<file path="src/rtl/fp16_multiply.sv">
// rtl/fp16_multiply.sv - three-cycle binary16 multiplier with RNE rounding and flush-to-zero
module fp16_multiply (
  input  logic        clk,
  input  logic        rst,
  input  logic [15:0] in_A,
  input  logic [15:0] in_B,
  input  logic        in_En,
  output logic [15:0] out_Out,
  output logic        out_Ready
);

  typedef enum logic [1:0] {
    IDLE = 2'd0,
    MULT = 2'd1,
    NORM = 2'd2
  } state_t;

  state_t state_q;
  state_t state_d;
  logic   load_ops;

  // Latched operands
  logic [15:0] a_q;
  logic [15:0] b_q;

  // MULT-stage results
  logic               sign_q;
  logic signed [7:0]  exp_q;
  logic [21:0]        prod_q;
  logic               nan_q;
  logic               inf_q;
  logic               zero_q;

  // Operand decode from the latched operands
  logic [4:0]  exp_a;
  logic [4:0]  exp_b;
  logic [9:0]  frac_a;
  logic [9:0]  frac_b;
  logic        is_nan_a;
  logic        is_nan_b;
  logic        is_inf_a;
  logic        is_inf_b;
  logic        is_zero_a;
  logic        is_zero_b;
  logic [21:0] prod_c;
  logic signed [7:0] exp_sum_c;

  // NORM-stage combinational result
  logic [9:0]        frac_n;
  logic              guard;
  logic              sticky;
  logic              round_up;
  logic [10:0]       frac_rnd;
  logic signed [7:0] exp_n;
  logic signed [7:0] exp_r;
  logic [15:0]       result;

  // Next-state and operand-load decode
  always_comb begin
    state_d  = state_q;
    load_ops = 1'b0;
    case (state_q)
      IDLE: begin
        if (in_En) begin
          load_ops = 1'b1;
          state_d  = MULT;
        end
      end
      MULT:    state_d = NORM;
      NORM:    state_d = IDLE;
      default: state_d = IDLE;
    endcase
  end

  // State register; reset aborts any operation in flight
  always_ff @(posedge clk) begin
    if (rst) begin
      state_q <= IDLE;
    end else begin
      state_q <= state_d;
    end
  end

  // Unpack operands; subnormals are classified as zero so they flush
  always_comb begin
    exp_a     = a_q[14:10];
    exp_b     = b_q[14:10];
    frac_a    = a_q[9:0];
    frac_b    = b_q[9:0];
    is_nan_a  = (exp_a == 5'h1F) && (frac_a != 10'd0);
    is_nan_b  = (exp_b == 5'h1F) && (frac_b != 10'd0);
    is_inf_a  = (exp_a == 5'h1F) && (frac_a == 10'd0);
    is_inf_b  = (exp_b == 5'h1F) && (frac_b == 10'd0);
    is_zero_a = (exp_a == 5'h00);
    is_zero_b = (exp_b == 5'h00);
    prod_c    = {11'd0, 1'b1, frac_a} * {11'd0, 1'b1, frac_b};
    exp_sum_c = $signed({3'b000, exp_a}) + $signed({3'b000, exp_b}) - 8'sd15;
  end

  // Operand latch and MULT-stage registers
  always_ff @(posedge clk) begin
    if (rst) begin
      a_q    <= 16'h0000;
      b_q    <= 16'h0000;
      sign_q <= 1'b0;
      exp_q  <= 8'sd0;
      prod_q <= 22'd0;
      nan_q  <= 1'b0;
      inf_q  <= 1'b0;
      zero_q <= 1'b0;
    end else begin
      if (load_ops) begin
        a_q <= in_A;
        b_q <= in_B;
      end
      if (state_q == MULT) begin
        sign_q <= a_q[15] ^ b_q[15];
        exp_q  <= exp_sum_c;
        prod_q <= prod_c;
        nan_q  <= is_nan_a || is_nan_b || (is_inf_a && is_zero_b) || (is_inf_b && is_zero_a);
        inf_q  <= is_inf_a || is_inf_b;
        zero_q <= is_zero_a || is_zero_b;
      end
    end
  end

  // Normalise, round to nearest even, then apply range and special-case overrides
  always_comb begin
    if (prod_q[21]) begin
      frac_n = prod_q[20:11];
      guard  = prod_q[10];
      sticky = |prod_q[9:0];
      exp_n  = exp_q + 8'sd1;
    end else begin
      frac_n = prod_q[19:10];
      guard  = prod_q[9];
      sticky = |prod_q[8:0];
      exp_n  = exp_q;
    end
    round_up = guard && (sticky || frac_n[0]);
    // A carry out means the significand became 10.0, so fraction wraps to zero
    frac_rnd = {1'b0, frac_n} + {10'd0, round_up};
    exp_r    = frac_rnd[10] ? (exp_n + 8'sd1) : exp_n;

    if (nan_q) begin
      result = 16'h7E00;
    end else if (inf_q) begin
      result = {sign_q, 5'h1F, 10'd0};
    end else if (zero_q) begin
      result = {sign_q, 15'd0};
    end else if (exp_r >= 8'sd31) begin
      result = {sign_q, 5'h1F, 10'd0};
    end else if (exp_r <= 8'sd0) begin
      result = {sign_q, 15'd0};
    end else begin
      result = {sign_q, exp_r[4:0], frac_rnd[9:0]};
    end
  end

  // Output register: updated only on the NORM edge, Ready pulses for that one cycle
  always_ff @(posedge clk) begin
    if (rst) begin
      out_Out   <= 16'h0000;
      out_Ready <= 1'b0;
    end else begin
      out_Ready <= (state_q == NORM);
      if (state_q == NORM) begin
        out_Out <= result;
      end
    end
  end

endmodule

</file>
<file path="config.mk">
export PLATFORM = sky130hd
export DESIGN_NAME = fp16_multiply
export DESIGN_NICKNAME = d
export VERILOG_FILES = /design/src/rtl/fp16_multiply.sv
export SDC_FILE = /design/constraint.sdc
export NUM_CORES = 1
export LEC_CHECK = 0
export ABC_CLOCK_PERIOD_IN_PS = 13950
export CAP_MARGIN = 20
export CORE_ASPECT_RATIO = 0.6
export CORE_MARGIN = 3
export CORE_UTILIZATION = 49
export CTS_BUF_LIST = sky130_fd_sc_hd__clkbuf_4 sky130_fd_sc_hd__clkbuf_8 sky130_fd_sc_hd__clkbuf_16
export DETAILED_ROUTE_END_ITERATION = 10
export HOLD_SLACK_MARGIN = 0.12
export PLACE_DENSITY = 0.68
export RECOVER_POWER = 25
export SLEW_MARGIN = 20
export SYNTH_ARGS = -nofsm -noshare
export SYNTH_HDL_FRONTEND = slang
export SYNTH_SLANG_ARGS = --single-unit
</file>
<file path="constraint.sdc">
create_clock -name clk -period 13.95 [get_ports clk]
set_input_delay 4.185 -clock clk [delete_from_list [all_inputs] [get_ports clk]]
set_output_delay 4.185 -clock clk [all_outputs]
set_load 0.05 [all_outputs]
</file>
==> summary.md, run 1 <==
| Metric | Value |
|---|---|
| Run status | finished, violations left |
| Violated checks | max-capacitance violations, max-slew violations |
| Final cycle utilization of the critical path | 52.0% |
| Critical path arrival | 7480 ps |
| Final min period | 7250 ps |
| Leading cell types in the layout, fill and taps excluded | nand2_1 (167), inv_1 (141), dfxtp_1 (84) |
| Vias after detailed routing | 6,489 |
| Num CTS Buffers | 9 |
| Die height | around 110 um |
| Global placer's final weighted congestion | 0.880 |
| Synth area leader | dfxtp_1 |
| Count of boundary I/O pins | 52 |
| Worst-skew pair later-pin latency | 350 ps |
| Yosys reg bits | 84 |
| Max Cap Viol | 1 |
| PortBufs | 51 |
| GRT busiest layer | met1 |
| Total grt overflow | 0 |
| Initial DRC count | 251 |
| Total Nets Final | between 1,000 and 1,500 |
| Commonest non-fill, non-tap cell in the layout | nand2_1 |
| Unrepaired setup endpoints after global routing | false |
| Post-cts resize count | 0 |
| CTS Sinks | 84 |
| Highest clock rate | 138 MHz |
| CTS tree | built |
| Pre-Repair DR Iteration Count | 5 |
| Top_reg_cell synth | dfxtp_1 |
| H-tree depth | 3 |
| Clock Tree Buf Depth | 2 |
| Power Density | 78.0 nW/um^2 |
| Leakage | 4.14 nW |
| Seq/Total Area, Yosys | 20.9% |
| Setup CP Type | in2reg |
| Area Growth Syn to Fin | 11.2% |
| Worst Path Max Fanout | 68 |
| # setup viols final | 0 |
| Core Area | about 16,000 sq um |
| Die W | 171 um |
| Initial core utilization | between 50 and 60% |
| Asr flop ratio synth | 0% |
| Hold path depth | 2 |
| Met2 Usage GRT | 30.3% |
| Netlist cell types | 57 |
| Row Count | 35 |
| Ranking of synthesized cells by area | dfxtp_1 (21%), fa_1 (20%), ha_1 (11%), nand2_1 (7.8%), inv_1 (6.6%) |
| Met3 Use GR | 4.69% |
| Max transition margin | -102% |
| Post-CTS setup buffers | 0 |
| Synth Cell Area | 8050 sq um |
| DRC errors left | 0 |
| Vias per inst | 5.38 |
| CTS hold repair buffers | 0 |
| Die area | 18,100 sq um |
| Largest net degree at the start of global routing | 69 |
| Final Hold Vio Count | 0 |
| Worst EP required | 14,180 ps |
| First-pass GRT wire length | 31.3 mm |
| M1 GR Usage | approximately a third |
| Hold Path Class | reg2reg |
| DR WL/cell | 15.4 um |
| Crit start category | primary input |
| Mean Syn Cell Area | approximately 8 sq um |
| Vias in the first global route | 6,397 |
| Gr usage total | a little over a fifth |
| Final wirelength | roughly 19 mm |
| Hold slack | between 400 and 500 ps |
| CTS clk-pin slew, worst paths | roughly 70 ps |
| Initial antenna violation count | 0 |
| Post-synth EDFFs | 0 |
| Post-DP HPWL | 14.7 mm |
| Least-Margin Pin Slew | between 3000 and 4000 ps |
| Worst vdd ir | 0.0667 mV |
| R2R depth | 20 |
| Crit end category | register |
| Mapped Cells | roughly 1,000 |
| Share of layout cells above drive strength 1 | 3.19% |
| CTS root buffer | clkbuf_16 |
| Area share of the largest cell type after synthesis | 20.9% |
| Setup tns final | 0 ps |
| Ys Warns | 0 |
| Max Slew Vio Count | between 60 and 70 |
| Worst clock skew | 11.7 ps |
| Post-synthesis net count | 1,172 |
| Remaining antenna violation count after routing | 0 |
| Diode count | 0 |
## stage by stage
step	total power [mW]	instance area (sq um)	utilization, %	setup slack (ps)	std cells
2_1_floorplan	0.388	8050	-	8690	985
3_3_place_gp	0.433	8630	54.9	8070	1190
3_5_place_dp	0.435	8630	54.9	8070	1190
4_1_cts	0.703	8950	57.0	8080	1206
5_1_grt	0.737	8950	57.0	6290	1206
6_report	0.698	8950	57.0	6700	1206
## state kept, by name (all words and copies together) (netlist names)
| signal | flops |
|---|---|
| prod_q | 22 |
| inf_q | 1 |
| sign_q | 1 |
| out_Ready | 1 |
| b_q | 16 |
| zero_q | 1 |
| exp_q | 7 |
| state_q | 2 |
| nan_q | 1 |
| a_q | 16 |
| out_Out | 16 |
## worst paths after layout
path / start / endpoint / slack (ps)
worst max-delay path: rst / prod_q[15] / 6700
worst min-delay path: exp_q[6] / exp_q[6] / 460
worst max register to register: b_q[3] / prod_q[20] / 8060
worst min register to register: exp_q[6] / exp_q[6] / 460
## critical path, cell delays in order
cell	delay [ps]
buf_2	70
clkbuf_1	2120
nor2_1	650
a32o_1	440
## layout make-up
cell class / instances / area, sq um
fillers: 1473 / 6770
flip-flops and latches: 84 / 1680
inverters: 141 / 529
well taps: 203 / 254
clock buffers: 10 / 233
clock inverters: 6 / 96.3
repair buffers: 54 / 524
multi-input cells: 708 / 5640
## power breakdown
part,leakage [nW],internal (mW),switching (mW)
registers,0.685,0.252,0.0267
clock network,0.159,0.161,0.106
logic,3.29,0.0657,0.0865
## synth_stat cells, types with 4 or more instances
cell / n
ha_1: 71
a22o_1: 11
nor2b_1: 6
nand2_1: 167
buf_1: 4
o21a_1: 5
a21o_1: 17
nand2b_1: 6
clkbuf_1: 46
and2_1: 39
nor2_1: 48
or3_1: 8
o31ai_1: 4
inv_1: 141
a21oi_1: 74
o21ai_0: 19
nand4_1: 8
mux2_2: 5
dfxtp_1: 84
xnor2_1: 20
nor4_1: 6
nand3_1: 16
a21boi_0: 4
and3_1: 12
xor2_1: 7
a211oi_1: 17
mux2i_1: 7
fa_1: 81
nor3_1: 9
## cell families after synthesis
logic type                 synth area share [%]
AOI/OAI and AO/OA                          14.6
xor gates and xnor gates                   2.94
adders and majority gates                  31.2
buffers and inverters                      9.18
DFF                                        20.9
muxes                                      1.57
and+or+nand+nor                            19.7
## metal layers
metal / share of wire [%] / up-vias
met5: 0 / -
met4: 0.63 / 0
met3: 5.5 / 12
met2: 39 / 130
met1: 54 / 3107
li1: - / 3240
Power figures use the tool's default switching activity.
==> run 2: changes to the inputs <==
Settings changed: ABC_CLOCK_PERIOD_IN_PS 13950 to 6500, PLACE_DENSITY 0.68 to 0.71.
Clock period 13.95 ns to 6.5 ns, I/O delays scaled along.
==> run 2 against run 1 <==
Net effect: the run still ends with max-capacitance violations, max-slew violations left; final cell count barely moved; global-route usage up 0.11 points; utilization is essentially flat; sequential share of layout area is essentially flat; clock skew about the same; routed wire length decreased by 1.1%; die area did not move; critical path type is now reg2reg; critical endpoint is now prod_q[20].
==> summary.md, run 2 (synthesis results as in run 1) <==
| Metric | Value |
|---|---|
| Post-route setup slack | about 900 ps |
| Initial core utilization | 51.2% |
| CTS hold repair buffers | 0 |
| Vias in the first global route | 6,470 |
| Total Nets Final | 1,186 |
| CTS root buffer | clkbuf_16 |
| Initial antenna violation count | 0 |
| Hold Path Class | reg2reg |
| Placed cells | ~1,200 |
| Vias per inst | roughly 5.5 |
| Area Growth Syn to Fin | 11.2% |
| PortBufs | 51 |
| Highest clock rate | 179 MHz |
| Final Hold Vio Count | 0 |
| R2R depth | 20 |
| DP Area | 8630 sq um |
| Filler cell count | between 1,000 and 1,500 |
| Final non-filler cell area | approximately 9000 sq um |
| Setup tns final | 0 ps |
| Finished Layout Cells | 1,207 |
| Gr usage total | 21.7% |
| Die area | 18,100 sq um |
| Vias after detailed routing | around 6,600 |
| Commonest non-fill, non-tap cell in the layout | nand2_1 |
| Hold slack | roughly 450 ps |
| DRC errors left | 0 |
| Largest register by flop count | prod_q |
| Setup CP Type | reg2reg |
| Final wirelength | roughly 18 mm |
| H-tree depth | 3 |
| Critical path arrival | ~6000 ps |
| Core Area | about 16,000 sq um |
| Die W | 171 um |
| Post-CTS setup buffers | 0 |
| Leakage | 4.14 nW |
| Leading cell types in the layout, fill and taps excluded | nand2_1 (166), inv_1 (141), dfxtp_1 (84) |
| Max Slew Vio Count | 47 |
| Largest net degree at the start of global routing | 47 |
| Crit start category | register |
| Count of boundary I/O pins | 52 |
| Least-Margin Pin Slew | 2000 ps |
| Hold path depth | 2 |
| CTS tree | built |
| Crit end category | register |
| Worst clock skew | 12.0 ps |
| Max transition margin | -33.2% |
| Die height | 105 um |
| Dpl ws | 982 ps |
| # setup viols final | 0 |
| Run status | finished, violations left |
| Fin util | between 50% and 60% |
| Clock Tree Buf Depth | 2 |
| Diode count | 0 |
| Worst Path Max Fanout | 13 |
| Final cycle utilization of the critical path | 86.1% |
| First-pass GRT wire length | between 30 and 40 mm |
| Final min period | 5600 ps |
| Total grt overflow | 0 |
| Multi-input logic area | 5640 sq um |
| Total power | 1.47 mW |
| Violated checks | max-capacitance violations, max-slew violations |
| Max Cap Viol | 1 |
| CTS clk-pin slew, worst paths | approximately 70 ps |
| Worst-skew pair later-pin latency | 350 ps |
| Num CTS Buffers | 9 |
| Global placer's final weighted congestion | approximately 0.92 |
| DR WL/cell | 15.3 um |
| Worst EP required | between 6000 and 7000 ps |
| Worst vdd ir | between 0.1 and 0.15 mV |
| Post-DP HPWL | 14.8 mm |
| Power Density | 164 nW/um^2 |
| Share of layout cells above drive strength 1 | 3.19% |
| Post-cts resize count | 0 |
| Unrepaired setup endpoints after global routing | false |
| Pre-Repair DR Iteration Count | 5 |
| Remaining antenna violation count after routing | 0 |
| Initial DRC count | 473 |
| Row Count | 35 |
| Register Area | 1680 sq um |
| CTS Sinks | 84 |
| Max reg flops | 22 |
run 2: cell count changes in the layout (fill, tap and decap cells not counted), sizes merged:
cell,before,now
bufinv,2,1
clkbuf,11,12
clkinv,1,0
clkinvlp,1,0
inv,143,146
run 2: metal layers:
| layer | vias up | wire, um | track usage (%) |
|---|---|---|---|
| met5 | - | 0 | 0 |
| met4 | 0 | 126 | 3.50 |
| met3 | 11 | 1370 | 5.58 |
| met2 | 192 | 7210 | 29.6 |
| met1 | 3125 | 9700 | 34.6 |
| li1 | 3251 | - | - |
run 2: critical path, cell delays in order, from the launching register on:
cell,delay (ps)
dfxtp_1,660
nand2_1,150
fa_1,500
inv_1,50
fa_1,500
inv_1,50
fa_1,470
inv_1,50
fa_1,520
inv_1,50
fa_1,520
inv_1,40
ha_1,330
a21o_1,180
a21o_1,170
a21o_1,210
a21oi_1,230
a21oi_1,100
o41ai_1,380
a311oi_1,90
a211oi_1,210
run 2: layout make-up:
type | count | area share [%]
clock buffer | 10 | 2.67
clock inverter | 6 | 0.852
inverter | 141 | 5.91
multi-input combinational | 708 | 63.0
sequential | 84 | 18.8
tap | 203 | 2.84
timing repair buffer | 55 | 6.01
run 2: power by group:
part,switching (mW),total (mW),internal [mW]
Combinational,0.190,0.331,0.141
Sequential,0.0501,0.591,0.540
Clock,0.233,0.550,0.317
Total,0.474,1.47,0.998
run 2: final timing paths:
path	startpoint	end	slack, ps
worst max-delay path	a_q[7]	prod_q[20]	900
worst min-delay path	prod_q[5]	prod_q[5]	450
worst max register to register	a_q[7]	prod_q[20]	900
worst min register to register	prod_q[5]	prod_q[5]	450
==> run 3: changes to the inputs <==
Settings changed: ABC_CLOCK_PERIOD_IN_PS 6500 to 6750, HOLD_SLACK_MARGIN 0.12 to unset, PLACE_DENSITY 0.71 to 0.66.
Clock period 6.5 ns to 6.75 ns, I/O delays scaled along.
==> run 3 against run 2 <==
Net effect: flip-flop and latch count unchanged; setup slack improved by 260 ps; power decreased by 4.2%; routed wire length increased by 2.7%; largest power group unchanged; sequential power decreased by 3.7%; global-route usage increased by 0.54 points; the flow still finishes with violations (max-capacitance violations, max-slew violations); clock power decreased by 5.3%; clock-buffer cell count decreased by 1; critical endpoint is now prod_q[19].
==> summary.md, run 3 (synthesis results as in run 1) <==
| Metric | Value |
|---|---|
| Critical path arrival | 5820 ps |
| Global placer's final weighted congestion | 0.907 |
| Run status | finished, violations left |
| Share of layout cells above drive strength 1 | 3.18% |
| Worst vdd ir | 0.101 mV |
| Worst reg2reg startpoint | a_q[4] |
| Worst clock skew | 7.43 ps |
| CTS clk-pin slew, worst paths | 70 ps |
| Initial antenna violation count | 0 |
| Num CTS Buffers | 9 |
| Highest clock rate | around 180 MHz |
| M1 GR Usage | 36.2% |
| Post-DP HPWL | 15.3 mm |
| GRT busiest layer | met1 |
| Hold slack | 455 ps |
| Comb pwr share | 22.7% |
| H-tree depth | 3 |
| Total grt overflow | 0 |
| Final non-filler cell area | 8940 sq um |
| Buf/Inv on CP | 2 |
| Vias in the first global route | 6,418 |
| CP top delay family | adder cells |
| PortBufs | 51 |
| Dpl ws | 1200 ps |
| Sequential power share | around two fifths |
| Violated checks | max-capacitance violations, max-slew violations |
| Max Slew Vio Count | 67 |
| CP max stage cell | dfxtp_1 |
| Sw frac | 32.6% |
| Commonest non-fill, non-tap cell in the layout | nand2_1 |
| CTS Sinks | 84 |
| Unrepaired setup endpoints after global routing | false |
| Die W | 171 um |
| Max transition margin | -97.5% |
| P_int | 950 uW |
| DP Area | 8640 sq um |
| Setup CP Type | reg2reg |
| Crit end category | register |
| R2R Path End | prod_q[19] |
| CTS hold repair buffers | 0 |
| DRC errors left | 0 |
| Final cycle utilization of the critical path | 82.8% |
| Pre-Repair DR Iteration Count | 5 |
| Vias per inst | 5.40 |
| CTS root buffer | clkbuf_16 |
| Least-Margin Pin Slew | between 2000 and 3000 ps |
| Vias after detailed routing | 6,525 |
| Worst-skew pair later-pin latency | 340 ps |
| Largest register by flop count | prod_q |
| Area Growth Syn to Fin | 11.1% |
| # setup viols final | 0 |
| Die height | 105 um |
| Leakage | 4.14 nW |
| Diode count | 0 |
| Count of boundary I/O pins | 52 |
| Max Cap Viol | 1 |
| Power Density | 158 nW/um^2 |
| Clock share of power | 36.9% |
| Worst EP required | 6980 ps |
| FF-to-FF setup slack | 1160 ps |
| Final min period | roughly 5600 ps |
| Clock Tree Buf Depth | 2 |
| Worst Path Max Fanout | 11 |
| Row Count | 35 |
| Crit path cell chain | inv_1 > fa_1 > inv_1 > fa_1 > fa_1 > fa_1 > ha_1 > ha_1 > a21o_1 > a21o_1 > a21o_1 > or3_1 > o21ai_0 > o21ai_0 > xor2_1 > a22o_1 |
| Met2 Usage GRT | 30.0% |
| Crit start category | register |
| CTS tree | built |
| Total Nets Final | approximately 1,200 |
| Die area | ~18,000 sq um |
| DR WL/cell | about 16 um |
| Initial DRC count | about 500 |
| Remaining antenna violation count after routing | 0 |
| Fin util | 56.9% |
| Met3 Use GR | 4.91% |
| R2R depth | 16 |
| Post-cts resize count | 0 |
| Initial core utilization | just over 50% |
| Sw power | between 400 and 500 uW |
| Largest net degree at the start of global routing | 67 |
| CP max stage delay | 580 ps |
| Hold Path Class | reg2reg |
| Gr usage total | between 20% and 30% |
| Core Area | 15,700 sq um |
| Final Hold Vio Count | 0 |
| Leading cell types in the layout, fill and taps excluded | nand2_1 (166), inv_1 (141), dfxtp_1 (84) |
| Final wirelength | 18.9 mm |
| Hold EP | exp_q[6] |
| Post-CTS setup buffers | 0 |
| Hold path depth | 2 |
| HP Start | exp_q[6] |
| Setup tns final | 0 ps |
| Max reg flops | 22 |
| Cell repeated most along the worst path | fa_1 |
| First-pass GRT wire length | 32.3 mm |
| Post-route setup slack | 1160 ps |
run 3: changes by cell type in the layout (fill, tap and decap cells not counted):
| cell | previous run | this run |
|---|---|---|
| buf_4 | 2 | 4 |
| nand2b_1 | 5 | 6 |
| clkinv_2 | 0 | 1 |
| buf_8 | 1 | 0 |
| clkinv_4 | 0 | 1 |
| clkbuf_8 | 1 | 0 |
| nand2b_2 | 1 | 0 |
| inv_6 | 4 | 3 |
run 3: worst max path at each step:
stage | startpoint | depth (start not counted) | end
after floorplan | b_q[9] | 20 | prod_q[19]
after global placement | b_q[3] | 20 | prod_q[20]
after detailed placement | a_q[7] | 17 | prod_q[19]
after CTS | a_q[7] | 17 | prod_q[19]
after global routing | a_q[7] | 20 | prod_q[20]
final | a_q[4] | 16 | prod_q[19]
run 3: layout make-up:
| type | count | area (sq um) |
|---|---|---|
| multi-input combinational | 708 | 5640 |
| inverter | 141 | 529 |
| clock inverter | 7 | 81.3 |
| fill | 1471 | 6780 |
| timing repair buffer | 56 | 538 |
| sequential | 84 | 1680 |
| clock buffer | 9 | 225 |
| tap | 203 | 254 |
run 3: power by group through the flow:
stage,Clock (mW),Sequential (mW),Combinational [mW]
after floorplan,0,0.555,0.247
after global placement,0,0.577,0.319
after detailed placement,0,0.579,0.319
after CTS,0.529,0.568,0.323
after global routing,0.550,0.575,0.371
final,0.521,0.569,0.320
run 3: per-layer routing:
layer	part of all wire (%)	routed length, um	vias to the layer above
li1	-	-	3242
met4	0.75	142	0
met3	7.4	1400	12
met5	0	0	-
met2	37	6970	178
met1	55	10400	3093
run 3: worst reg2reg max path, delay by kind of cell, from the launching register on:
kind	cells	cell delay [ps]
simple gates	1	350
buf+inv	2	230
fa+ha+maj	6	2790
compound gates	6	1340
xor+xnor	1	190
flops	1	580
run 3: through the flow:
| step | power (mW) | cells |
|---|---|---|
| 2_1_floorplan | 0.802 | 985 |
| 3_3_place_gp | 0.896 | 1192 |
| 3_5_place_dp | 0.898 | 1192 |
| 4_1_cts | 1.42 | 1208 |
| 5_1_grt | 1.50 | 1208 |
| 6_report | 1.41 | 1208 |
